==> config.mk <==
export PLATFORM = sky130hd
export DESIGN_NAME = adc_sample_fifo_flat
export DESIGN_NICKNAME = d
export VERILOG_FILES = /design/src/rtl/adc_sample_fifo_pkg.sv /design/src/rtl/adc_sample_fifo_if.sv /design/src/rtl/adc_peak_detect.sv /design/src/rtl/adc_sample_fifo.sv /design/src/flat_wrapper.sv
export SDC_FILE = /design/constraint.sdc
export NUM_CORES = 1
export LEC_CHECK = 0
export ABC_CLOCK_PERIOD_IN_PS = 4300
export CAP_MARGIN = 20
export CELL_PAD_IN_SITES_DETAIL_PLACEMENT = 1
export CELL_PAD_IN_SITES_GLOBAL_PLACEMENT = 1
export CORE_ASPECT_RATIO = 1.1
export CORE_MARGIN = 2
export CORE_UTILIZATION = 56
export DETAILED_ROUTE_END_ITERATION = 16
export GPL_TIMING_DRIVEN = 0
export PLACE_DENSITY = 0.95
export SLEW_MARGIN = 30
export SYNTH_ARGS = -nofsm -noshare
export SYNTH_HDL_FRONTEND = slang
export SYNTH_SLANG_ARGS = --single-unit
==> constraint.sdc <==
create_clock -name clk -period 4.3 [get_ports clk]
set_input_delay 0.86 -clock clk [delete_from_list [all_inputs] [get_ports clk]]
set_output_delay 0.86 -clock clk [all_outputs]
set_load 0.005 [all_outputs]
==> src/rtl/adc_sample_fifo_pkg.sv <==
// -----------------------------------------------------------------------------
// adc_fifo_pkg
// Shared definitions for the ADC sample FIFO slice.
//   DROP_CNT_W  : width of the saturating dropped-sample counter
//   level_width : occupancy register width for a given depth (0..DEPTH)
//   abs_sat     : saturated magnitude of a sign-extended sample
// -----------------------------------------------------------------------------
package adc_fifo_pkg;

  localparam int DROP_CNT_W = 16;

  // One extra bit so that the value DEPTH itself is representable.
  function automatic int level_width(input int depth);
    return $clog2(depth) + 1;
  endfunction

  // The caller sign-extends its sample to 64 bits and passes its true width.
  // The most negative value has no positive counterpart in 'width' bits, so
  // its magnitude clamps to the largest positive value.
  function automatic logic signed [63:0] abs_sat(input logic signed [63:0] sample,
                                                 input int unsigned       width);
    logic signed [63:0] max_pos;
    logic signed [63:0] mag;
    max_pos = (64'sd1 <<< (width - 1)) - 64'sd1;
    mag     = (sample < 64'sd0) ? -sample : sample;
    return (mag > max_pos) ? max_pos : mag;
  endfunction

endpackage

==> src/rtl/adc_sample_fifo_if.sv <==
// -----------------------------------------------------------------------------
// adc_sample_fifo_if
// Bus between the ADC producer / sample consumer and adc_sample_fifo.
//   Producer side : in_data, in_valid (no backpressure)
//   Consumer side : out_data, out_valid, out_ready
//   Status        : level, almost_full, overflow, drop_cnt, clr_overflow
//   ADC_FIFO_PEAK_EN defined adds peak (out) and peak_clr (in).
// Modports: master = producer/consumer/status owner, slave = the FIFO.
// -----------------------------------------------------------------------------
interface adc_sample_fifo_if #(
  parameter int DATA_WIDTH = 16,
  parameter int DEPTH      = 16
);
  import adc_fifo_pkg::*;

  localparam int LVL_W = level_width(DEPTH);

  logic [DATA_WIDTH-1:0] in_data;
  logic                  in_valid;
  logic [DATA_WIDTH-1:0] out_data;
  logic                  out_valid;
  logic                  out_ready;
  logic [LVL_W-1:0]      level;
  logic                  almost_full;
  logic                  overflow;
  logic [DROP_CNT_W-1:0] drop_cnt;
  logic                  clr_overflow;
`ifdef ADC_FIFO_PEAK_EN
  logic [DATA_WIDTH-1:0] peak;
  logic                  peak_clr;

  modport master (
    output in_data, in_valid, out_ready, clr_overflow, peak_clr,
    input  out_data, out_valid, level, almost_full, overflow, drop_cnt, peak
  );
  modport slave (
    input  in_data, in_valid, out_ready, clr_overflow, peak_clr,
    output out_data, out_valid, level, almost_full, overflow, drop_cnt, peak
  );
`else
  modport master (
    output in_data, in_valid, out_ready, clr_overflow,
    input  out_data, out_valid, level, almost_full, overflow, drop_cnt
  );
  modport slave (
    input  in_data, in_valid, out_ready, clr_overflow,
    output out_data, out_valid, level, almost_full, overflow, drop_cnt
  );
`endif

endinterface

==> src/rtl/adc_peak_detect.sv <==
// -----------------------------------------------------------------------------
// adc_peak_detect
// Tracks the largest saturated magnitude among accepted samples.
//   clk, rst   : clock, asynchronous active-high reset
//   sample     : two's complement sample
//   sample_vld : sample was accepted into the FIFO this cycle
//   clr        : restart tracking; a coincident valid sample becomes the peak
//   peak       : registered running maximum |sample|
// Only instantiated when ADC_FIFO_PEAK_EN is defined.
// -----------------------------------------------------------------------------
module adc_peak_detect
  import adc_fifo_pkg::*;
#(
  parameter int DATA_WIDTH = 16
) (
  input  logic                  clk,
  input  logic                  rst,
  input  logic [DATA_WIDTH-1:0] sample,
  input  logic                  sample_vld,
  input  logic                  clr,
  output logic [DATA_WIDTH-1:0] peak
);

  logic [DATA_WIDTH-1:0] w_mag;
  logic [DATA_WIDTH-1:0] r_peak;

  assign w_mag = DATA_WIDTH'(abs_sat(64'(signed'(sample)), DATA_WIDTH));

  always_ff @(posedge clk or posedge rst) begin
    if (rst) begin
      r_peak <= '0;
    end else if (sample_vld) begin
      if (clr || (w_mag > r_peak)) r_peak <= w_mag;
    end else if (clr) begin
      r_peak <= '0;
    end
  end

  assign peak = r_peak;

endmodule

==> src/rtl/adc_sample_fifo.sv <==
// -----------------------------------------------------------------------------
// adc_sample_fifo
// First-word-fall-through elastic buffer behind the sigma-delta decimator.
// Writes never stall: a sample arriving while full (and no read that cycle)
// is dropped, flagged on the sticky overflow bit and counted in drop_cnt.
//   clk, rst : clock, asynchronous active-high reset
//   bus      : adc_sample_fifo_if.slave (see interface for signal list)
// Parameters: DATA_WIDTH, DEPTH (power of 2, >= 2), ALMOST_FULL_LEVEL.
// Macro ADC_FIFO_PEAK_EN adds the peak-magnitude detector.
// -----------------------------------------------------------------------------
module adc_sample_fifo
  import adc_fifo_pkg::*;
#(
  parameter int DATA_WIDTH        = 16,
  parameter int DEPTH             = 16,
  parameter int ALMOST_FULL_LEVEL = 12
) (
  input logic             clk,
  input logic             rst,
  adc_sample_fifo_if.slave bus
);

  localparam int LVL_W = level_width(DEPTH);
  localparam int PTR_W = $clog2(DEPTH);

  typedef logic [LVL_W-1:0] level_t;
  typedef logic [PTR_W-1:0] ptr_t;

  localparam level_t LVL_FULL = level_t'(DEPTH);
  localparam level_t LVL_AF   = level_t'(ALMOST_FULL_LEVEL);

  logic [DATA_WIDTH-1:0] r_mem [DEPTH];
  ptr_t                  r_wr_ptr;
  ptr_t                  r_rd_ptr;
  level_t                r_level;
  logic                  r_overflow;
  logic [DROP_CNT_W-1:0] r_drop_cnt;

  logic w_rd;
  logic w_wr;
  logic w_drop;

  // A read frees a slot in the same cycle, so a full FIFO still accepts a
  // write when the consumer takes the head.
  assign w_rd   = (r_level != '0) && bus.out_ready;
  assign w_wr   = bus.in_valid && ((r_level != LVL_FULL) || w_rd);
  assign w_drop = bus.in_valid && !w_wr;

  // NOTE: the sample array has no reset; stale entries are never visible
  // because out_data is gated by level, and leaving it out of reset lets it
  // map onto plain RAM/flop arrays without a reset tree.
  always_ff @(posedge clk) begin
    if (w_wr) r_mem[r_wr_ptr] <= bus.in_data;
  end

  // NOTE: all state uses non-blocking assignments so every register samples
  // the pre-edge values regardless of process ordering.
  always_ff @(posedge clk or posedge rst) begin
    if (rst) begin
      r_wr_ptr <= '0;
      r_rd_ptr <= '0;
      r_level  <= '0;
    end else begin
      if (w_wr) r_wr_ptr <= r_wr_ptr + ptr_t'(1);
      if (w_rd) r_rd_ptr <= r_rd_ptr + ptr_t'(1);
      if (w_wr && !w_rd)      r_level <= r_level + level_t'(1);
      else if (w_rd && !w_wr) r_level <= r_level - level_t'(1);
    end
  end

  // A drop in the same cycle as a clear wins: the clear empties the count
  // and this drop becomes its first entry.
  always_ff @(posedge clk or posedge rst) begin
    if (rst) begin
      r_overflow <= 1'b0;
      r_drop_cnt <= '0;
    end else if (w_drop) begin
      r_overflow <= 1'b1;
      if (bus.clr_overflow)   r_drop_cnt <= DROP_CNT_W'(1);
      else if (r_drop_cnt != '1) r_drop_cnt <= r_drop_cnt + DROP_CNT_W'(1);
    end else if (bus.clr_overflow) begin
      r_overflow <= 1'b0;
      r_drop_cnt <= '0;
    end
  end

  assign bus.out_valid   = (r_level != '0);
  assign bus.out_data    = (r_level != '0) ? r_mem[r_rd_ptr] : '0;
  assign bus.level       = r_level;
  assign bus.almost_full = (r_level >= LVL_AF);
  assign bus.overflow    = r_overflow;
  assign bus.drop_cnt    = r_drop_cnt;

`ifdef ADC_FIFO_PEAK_EN
  adc_peak_detect #(
    .DATA_WIDTH (DATA_WIDTH)
  ) u_peak (
    .clk        (clk),
    .rst        (rst),
    .sample     (bus.in_data),
    .sample_vld (w_wr),
    .clr        (bus.peak_clr),
    .peak       (bus.peak)
  );
`endif

endmodule
==> src/flat_wrapper.sv <==
// flat-port wrapper written by rule: the top's interface ports become plain ports
module adc_sample_fifo_flat import adc_fifo_pkg::*;
#(
  parameter int DATA_WIDTH        = 16,
  parameter int DEPTH             = 16,
  parameter int ALMOST_FULL_LEVEL = 12
)
  (clk, rst, bus_in_data, bus_in_valid, bus_out_ready, bus_clr_overflow, bus_out_data, bus_out_valid, bus_level, bus_almost_full, bus_overflow, bus_drop_cnt);
  adc_sample_fifo_if #(.DATA_WIDTH(DATA_WIDTH), .DEPTH(DEPTH)) bus_i ();
  input logic clk;
  input logic rst;
  input wire logic [$bits(bus_i.in_data)-1:0] bus_in_data;
  input wire logic [$bits(bus_i.in_valid)-1:0] bus_in_valid;
  input wire logic [$bits(bus_i.out_ready)-1:0] bus_out_ready;
  input wire logic [$bits(bus_i.clr_overflow)-1:0] bus_clr_overflow;
  output wire logic [$bits(bus_i.out_data)-1:0] bus_out_data;
  output wire logic [$bits(bus_i.out_valid)-1:0] bus_out_valid;
  output wire logic [$bits(bus_i.level)-1:0] bus_level;
  output wire logic [$bits(bus_i.almost_full)-1:0] bus_almost_full;
  output wire logic [$bits(bus_i.overflow)-1:0] bus_overflow;
  output wire logic [$bits(bus_i.drop_cnt)-1:0] bus_drop_cnt;
  assign bus_i.in_data = bus_in_data;
  assign bus_i.in_valid = bus_in_valid;
  assign bus_i.out_ready = bus_out_ready;
  assign bus_i.clr_overflow = bus_clr_overflow;
  assign bus_out_data = bus_i.out_data;
  assign bus_out_valid = bus_i.out_valid;
  assign bus_level = bus_i.level;
  assign bus_almost_full = bus_i.almost_full;
  assign bus_overflow = bus_i.overflow;
  assign bus_drop_cnt = bus_i.drop_cnt;
  adc_sample_fifo #(.DATA_WIDTH(DATA_WIDTH), .DEPTH(DEPTH), .ALMOST_FULL_LEVEL(ALMOST_FULL_LEVEL)) u_core (.clk(clk), .rst(rst), .bus(bus_i));
endmodule
==> results.json, run 1 <==
{
  "status": "complete, no violations",
  "stdcell_area_mm2": 0.0135,
  "hold_depth": 2,
  "power.density_mw_per_mm2": 677,
  "synthDistinctLibCells": 41,
  "synth_edf_count": 256,
  "synthCells": 585,
  "yosys-top-cells-count": "edfxtp_1, mux4_2, mux2i_1, dfrtp_1, nor2_1",
  "dpl.hpwl_um": 18700,
  "async_flop_share_pct": 10.5,
  "slowest_stage": "clkbuf_1",
  "port_buffers": 60,
  "clock_skew_ps": 15.4,
  "synth_mux_area_share_pct": 15.6,
  "hold_viol": 0,
  "p_leak_nw": 4.56,
  "setup_viol": 0,
  "synth_compound_area_share_pct": 3.01,
  "ir_drop_mv": 0.330,
  "cts.path.max_buffers": 3,
  "gr-total-overflow": 0,
  "yosysTopAreaCell": "edfxtp_1",
  "ff2ff_path_depth": 12,
  "routedWlPerCell_um": 32.5,
  "slew_violations": 0,
  "syn2layout_area_growth_pct": 18.1,
  "cp_slowest_stage_delay_ps": 640,
  "path_max_fanout": 10,
  "arrival_ps": 3340,
  "synth_area_mm2": 0.0115,
  "diodes": 0,
  "start_util_pct": 57.5,
  "rows": 54,
  "cp.required_ps": 3440,
  "fin_crit_ps": 4200,
  "hp-class": "flop to flop",
  "coreArea_mm2": 0.0199,
  "endpoint_kind": "output port",
  "hold_end": "u_core.bus.overflow",
  "clock_sinks": 286,
  "slew_headroom_pct": 34.9,
  "first_pass_iters": 5,
  "crit_type": "flop to output port",
  "grt_pass1_vias": 6970,
  "postRouteAntennaNets": 0,
  "use_met1_pct": 39.4,
  "synth-simple-area-share_pct": 3.88,
  "grtUsageTotal_pct": 29.7,
  "die_w_um": 140,
  "rsz0062_at_grt": "false",
  "cts_setup_buffers": 0,
  "r2r_end": "u_core.bus.level[4]",
  "synthAdderAreaFrac_pct": 1.27,
  "crit_path_cell_trace": "clkbuf_2 -> clkbuf_1 -> mux4_2 -> mux2i_1 -> o22ai_1 -> clkdlybuf4s50_1",
  "synth_xor_xnor_area_share_pct": 1.15,
  "grt_use_met2_pct": 48.9,
  "ys.flop_type": "edfxtp_1",
  "grt.busiest_layer": "met2",
  "yosysMostFrequentCell": "edfxtp_1",
  "tightest_slew_ps": 976,
  "htreeDepth": 1,
  "ys_seq_area_share_pct": 73.6,
  "tritoncts": "built",
  "synth_nets": 617,
  "r2r_slack_ps": 1090,
  "synth_top_family_by_area": "multiplexers",
  "grt_max_degree": 31,
  "via_count": 6394,
  "syn_area_per_cell_um2": 19.6,
  "max-cap-violations": 0,
  "place_congestion": 0.886,
  "insertion_delay_ps": 550,
  "clockRootBuffer": "clkbuf_16",
  "routed_wirelength_um": 31200,
  "r2r-start": "u_core.bus.level[0]",
  "clk_pin_slew_ps": 60,
  "synth_top_area_share_pct": 67.0,
  "die_y_um": 154,
  "crit_path_start_kind": "flop",
  "cts-hold-fix-buffers": 0,
  "ios": 61,
  "num-nets-final": 720,
  "die_area_mm2": 0.0216,
  "fmax_mhz": 238,
  "dpl_cell_area_mm2": 0.0125,
  "grt_pass1_wl_um": 46100,
  "yosys_warnings": 0,
  "vias_per_cell": 6.65,
  "synth-seq-cells": 286,
  "path_delay_family": "buffers and inverters",
  "gr-usage-met3_pct": 4.67,
  "netlist_top_cells_area": "edfxtp_1, mux4_2, dfrtp_1, mux2i_1, ha_1",
  "final_util_pct": 67.9,
  "finalCritPeriodShare_pct": 97.8,
  "antenna_found_initial": 0,
  "worstHoldStart": "u_core.bus.overflow",
  "cts_made_buffers": 28,
  "drtIter0Drc": 555,
  "critical_path_buf_inv_count": 3,
  "drive_above_1_share_pct": 22.5,
  "drc": 0
}
## tightest hold or removal path: cells and delay by family, from the launching register on
family / cells / cell delay, ps
compound gates: 1 / 70
flops: 1 / 380
buf+inv: 1 / 50
## cell families after synthesis
logic type                 count (synthesis)
buffers and inverters                     41
AOI/OAI and AO/OA                         55
muxes                                     99
DFF                                      286
and+or+nand+nor                           78
adders and majority gates                 11
xor gates and xnor gates                  15
## flip-flops by register name, indices dropped and copies added, names as in the netlist
register / count
u_core.bus.overflow: 1
u_core.r_mem: 256
u_core.bus.drop_cnt: 16
u_core.bus.level: 5
u_core.r_wr_ptr: 4
u_core.r_rd_ptr: 4
## through the flow
stage          setup slack (ps)  setup TNS [ps]  std cells  hold WS (ps)  total power, mW
2_1_floorplan              1150               0        585           479             5.19
3_3_place_gp              -1160          -73840        897           502             6.12
3_5_place_dp                500               0        911           525             6.39
4_1_cts                    52.8               0        962           542             9.17
5_1_grt                    1.30               0        962           583             9.44
6_report                   95.6               0        962           538             9.17
## report_power, final
part	switching, mW	total (mW)	internal [mW]
combinational	1.58	2.93	1.35
sequential	0.159	3.50	3.35
clock	1.06	2.74	1.67
## placed cells by master (no fill, tap or decap), types with 13 or more instances in the layout
cell type	Yosys	routed
o21ai_0	16	16
dfrtp_1	30	30
clkbuf_16	0	29
edfxtp_1	256	256
nor2_1	19	15
o22ai_1	16	16
mux2i_1	33	33
mux4_2	64	64
clkbuf_1	13	17
inv_1	14	13
clkdlybuf4s50_1	0	60
buf_2	10	22
## metal layers
| metal | part of all wire (%) | routed length, µm | vias to the layer above |
|---|---|---|---|
| met5 | 0 | 0 | - |
| met4 | 4.8 | 1500 | 0 |
| met3 | 7.1 | 2220 | 86 |
| met2 | 50 | 15700 | 384 |
| met1 | 38 | 11800 | 3333 |
| li1 | - | - | 2591 |
## layout make-up
| class | instances | area (µm²) |
|---|---|---|
| multi-input combinational | 258 | 2920 |
| sequential | 286 | 8440 |
| timing repair buffer | 74 | 683 |
| inverter | 15 | 56.3 |
| fill | 1647 | 6390 |
| clock inverter | 13 | 239 |
| tap | 252 | 315 |
| buffer | 25 | 113 |
| clock buffer | 39 | 773 |
## worst max-delay path by stage
stage / startpoint / end / cells past startpoint
floorplan: bus_out_ready / u_core.r_mem[3][0] / 4
global placement: bus_out_ready / u_core.r_mem[2][8] / 5
detailed placement: u_core.bus.level[0] / bus_out_data[13] / 7
CTS: u_core.bus.level[0] / bus_out_data[13] / 6
global route: u_core.bus.level[0] / bus_out_data[13] / 6
finish: u_core.r_rd_ptr[1] / bus_out_data[13] / 6
## what timing repair did
action,4_1_cts,5_1_grt
setup endpoints to repair,15,11
cloned,0,0
resized for setup,4,2
No activity file was read; power rests on OpenSTA's default activity.
==> run 2: changes to the inputs <==
--- a/config.mk
+++ b/config.mk
@@ -10,7 +10,7 @@
 export CELL_PAD_IN_SITES_DETAIL_PLACEMENT = 1
 export CELL_PAD_IN_SITES_GLOBAL_PLACEMENT = 1
 export CORE_ASPECT_RATIO = 1.1
-export CORE_MARGIN = 2
+export CORE_MARGIN = 8
 export CORE_UTILIZATION = 56
 export DETAILED_ROUTE_END_ITERATION = 16
 export GPL_TIMING_DRIVEN = 0
==> results.json, run 2 (same netlist as run 1, synthesis figures left out) <==
{
  "ir_drop_mv": 0.347,
  "power_mw": 8.68,
  "via_count": 6302,
  "path_max_fanout": 10,
  "die_area_mm2": 0.0253,
  "clock_sinks": 286,
  "multi_input_area_mm2": 0.00293,
  "whs_ps": 547,
  "mostFrequentLayoutCells": "edfxtp_1, mux4_2, clkdlybuf4s50_1",
  "cts_setup_buffers": 0,
  "fin_crit_ps": 4160,
  "num-nets-final": 721,
  "ff2ff_path_depth": 11,
  "slew_headroom_pct": 36.4,
  "die_w_um": 152,
  "critical_path_buf_inv_count": 2,
  "dpl_cell_area_mm2": 0.0125,
  "rows": 55,
  "r2r_end": "u_core.bus.level[4]",
  "finalCritPeriodShare_pct": 96.8,
  "regArea_mm2": 0.00844,
  "cts.path.max_buffers": 3,
  "drc": 0,
  "ios": 61,
  "dpl.hpwl_um": 19700,
  "status": "complete, no violations",
  "drive_above_1_share_pct": 22.5,
  "endpoint_kind": "output port",
  "antenna_found_initial": 1,
  "clockRootBuffer": "clkbuf_16",
  "place_congestion": 0.827,
  "max-cap-violations": 0,
  "diodes": 0,
  "die_y_um": 166,
  "tritoncts": "built",
  "hold_viol": 0,
  "final_common_cell": "edfxtp_1",
  "setup_total_negative_slack_ps": 0,
  "grt_pass1_wl_um": 46000,
  "clock_skew_ps": 16.9,
  "regMostFlops": "u_core.r_mem",
  "r2r-start": "u_core.bus.level[0]",
  "htreeDepth": 1,
  "arrival_ps": 3300,
  "worstSetupStartpoint": "u_core.bus.level[0]",
  "crit_path_start_kind": "flop",
  "r2r_slack_ps": 1050,
  "hp-class": "flop to flop",
  "gr-total-overflow": 0,
  "cts_made_buffers": 27,
  "routed_wirelength_um": 31000,
  "path_delay_family": "simple AND/OR/NAND/NOR gates",
  "largest_reg_flops": 256,
  "slew_violations": 0,
  "syn2layout_area_growth_pct": 16.6,
  "fmax_mhz": 240,
  "cp.required_ps": 3440,
  "stdcell_area_mm2": 0.0134,
  "coreArea_mm2": 0.0203,
  "grt_max_degree": 31,
  "place_ws_ps": 318,
  "vias_per_cell": 6.52,
  "grtUsageTotal_pct": 24.6,
  "port_buffers": 60,
  "slowest_stage": "nor4_4",
  "fillers": 1698,
  "drtIter0Drc": 638,
  "crit_type": "flop to output port",
  "first_pass_iters": 5,
  "p_leak_nw": 4.49,
  "grt_pass1_vias": 6958,
  "cp_slowest_stage_delay_ps": 540,
  "cts-hold-fix-buffers": 0,
  "clk_pin_slew_ps": 60,
  "insertion_delay_ps": 540,
  "dp.cells": 916,
  "final_util_pct": 65.8,
  "path_depth": 6,
  "setup_ws_ps": 137,
  "rsz0062_at_grt": "false",
  "final-instance-count-excl-fill": 966,
  "endpoint": "bus_out_data[13]",
  "crit_path_cell_trace": "nor4_4 -> nand2b_1 -> nand2b_2 -> buf_2 -> o22ai_1 -> clkdlybuf4s50_1",
  "tightest_slew_ps": 954,
  "postRouteAntennaNets": 0,
  "start_util_pct": 56.5,
  "power.density_mw_per_mm2": 649,
  "routedWlPerCell_um": 32.1,
  "setup_viol": 0
}
==> run 2: worst min-delay path by stage <==
stage | slack (ps) | startpoint | cells after the start | to
4_1_cts | 550 | u_core.r_rd_ptr[2] | 1 | u_core.r_rd_ptr[2]
6_report | 550 | u_core.bus.overflow | 2 | u_core.bus.overflow
3_3_place_gp | 500 | u_core.r_rd_ptr[2] | 1 | u_core.r_rd_ptr[2]
2_1_floorplan | 480 | u_core.r_rd_ptr[2] | 1 | u_core.r_rd_ptr[2]
3_5_place_dp | 530 | u_core.bus.overflow | 2 | u_core.bus.overflow
5_1_grt | 590 | u_core.r_rd_ptr[2] | 1 | u_core.r_rd_ptr[2]
==> run 2: per-layer routing <==
metal	up-vias	global-route usage, %	part of all wire (%)
li1	2598	-	-
met1	3288	29.1	37
met2	337	44.2	53
met3	77	4.58	7.2
met4	2	9.43	3.3
met5	-	0	0.029
==> run 2: area by class of cell <==
class                           count  area share (%)
Clock buffer                       40            5.57
Tap cell                          256            2.40
Inverter                           15           0.421
Multi-Input combinational cell    258            21.9
Timing Repair Buffer               76            5.14
Clock inverter                     10           0.562
Buffer                             25           0.861
Sequential cell                   286            63.1
==> run 2: worst register-to-register path, cell delays in order (launching register included) <==
cell and delay, ps:
dfrtp_1 480, nor4_4 540, nand2b_1 320, nand2_1 300
ha_1 240, inv_1 110, fa_1 430, a21o_1 180
a21oi_1 160, xnor2_1 140, nor2_1 70, xor2_1 150
==> run 2: where the power goes <==
| group | switching (mW) | total [mW] | internal (mW) |
|---|---|---|---|
| Clock | 1.00 | 2.26 | 1.26 |
| Sequential | 0.151 | 3.50 | 3.34 |
| Combinational | 1.58 | 2.92 | 1.35 |
==> run 2: repair_timing <==
item                       4_1_cts  5_1_grt
resized for setup                6        1
cloned                           0        0
setup endpoints to repair       16        1
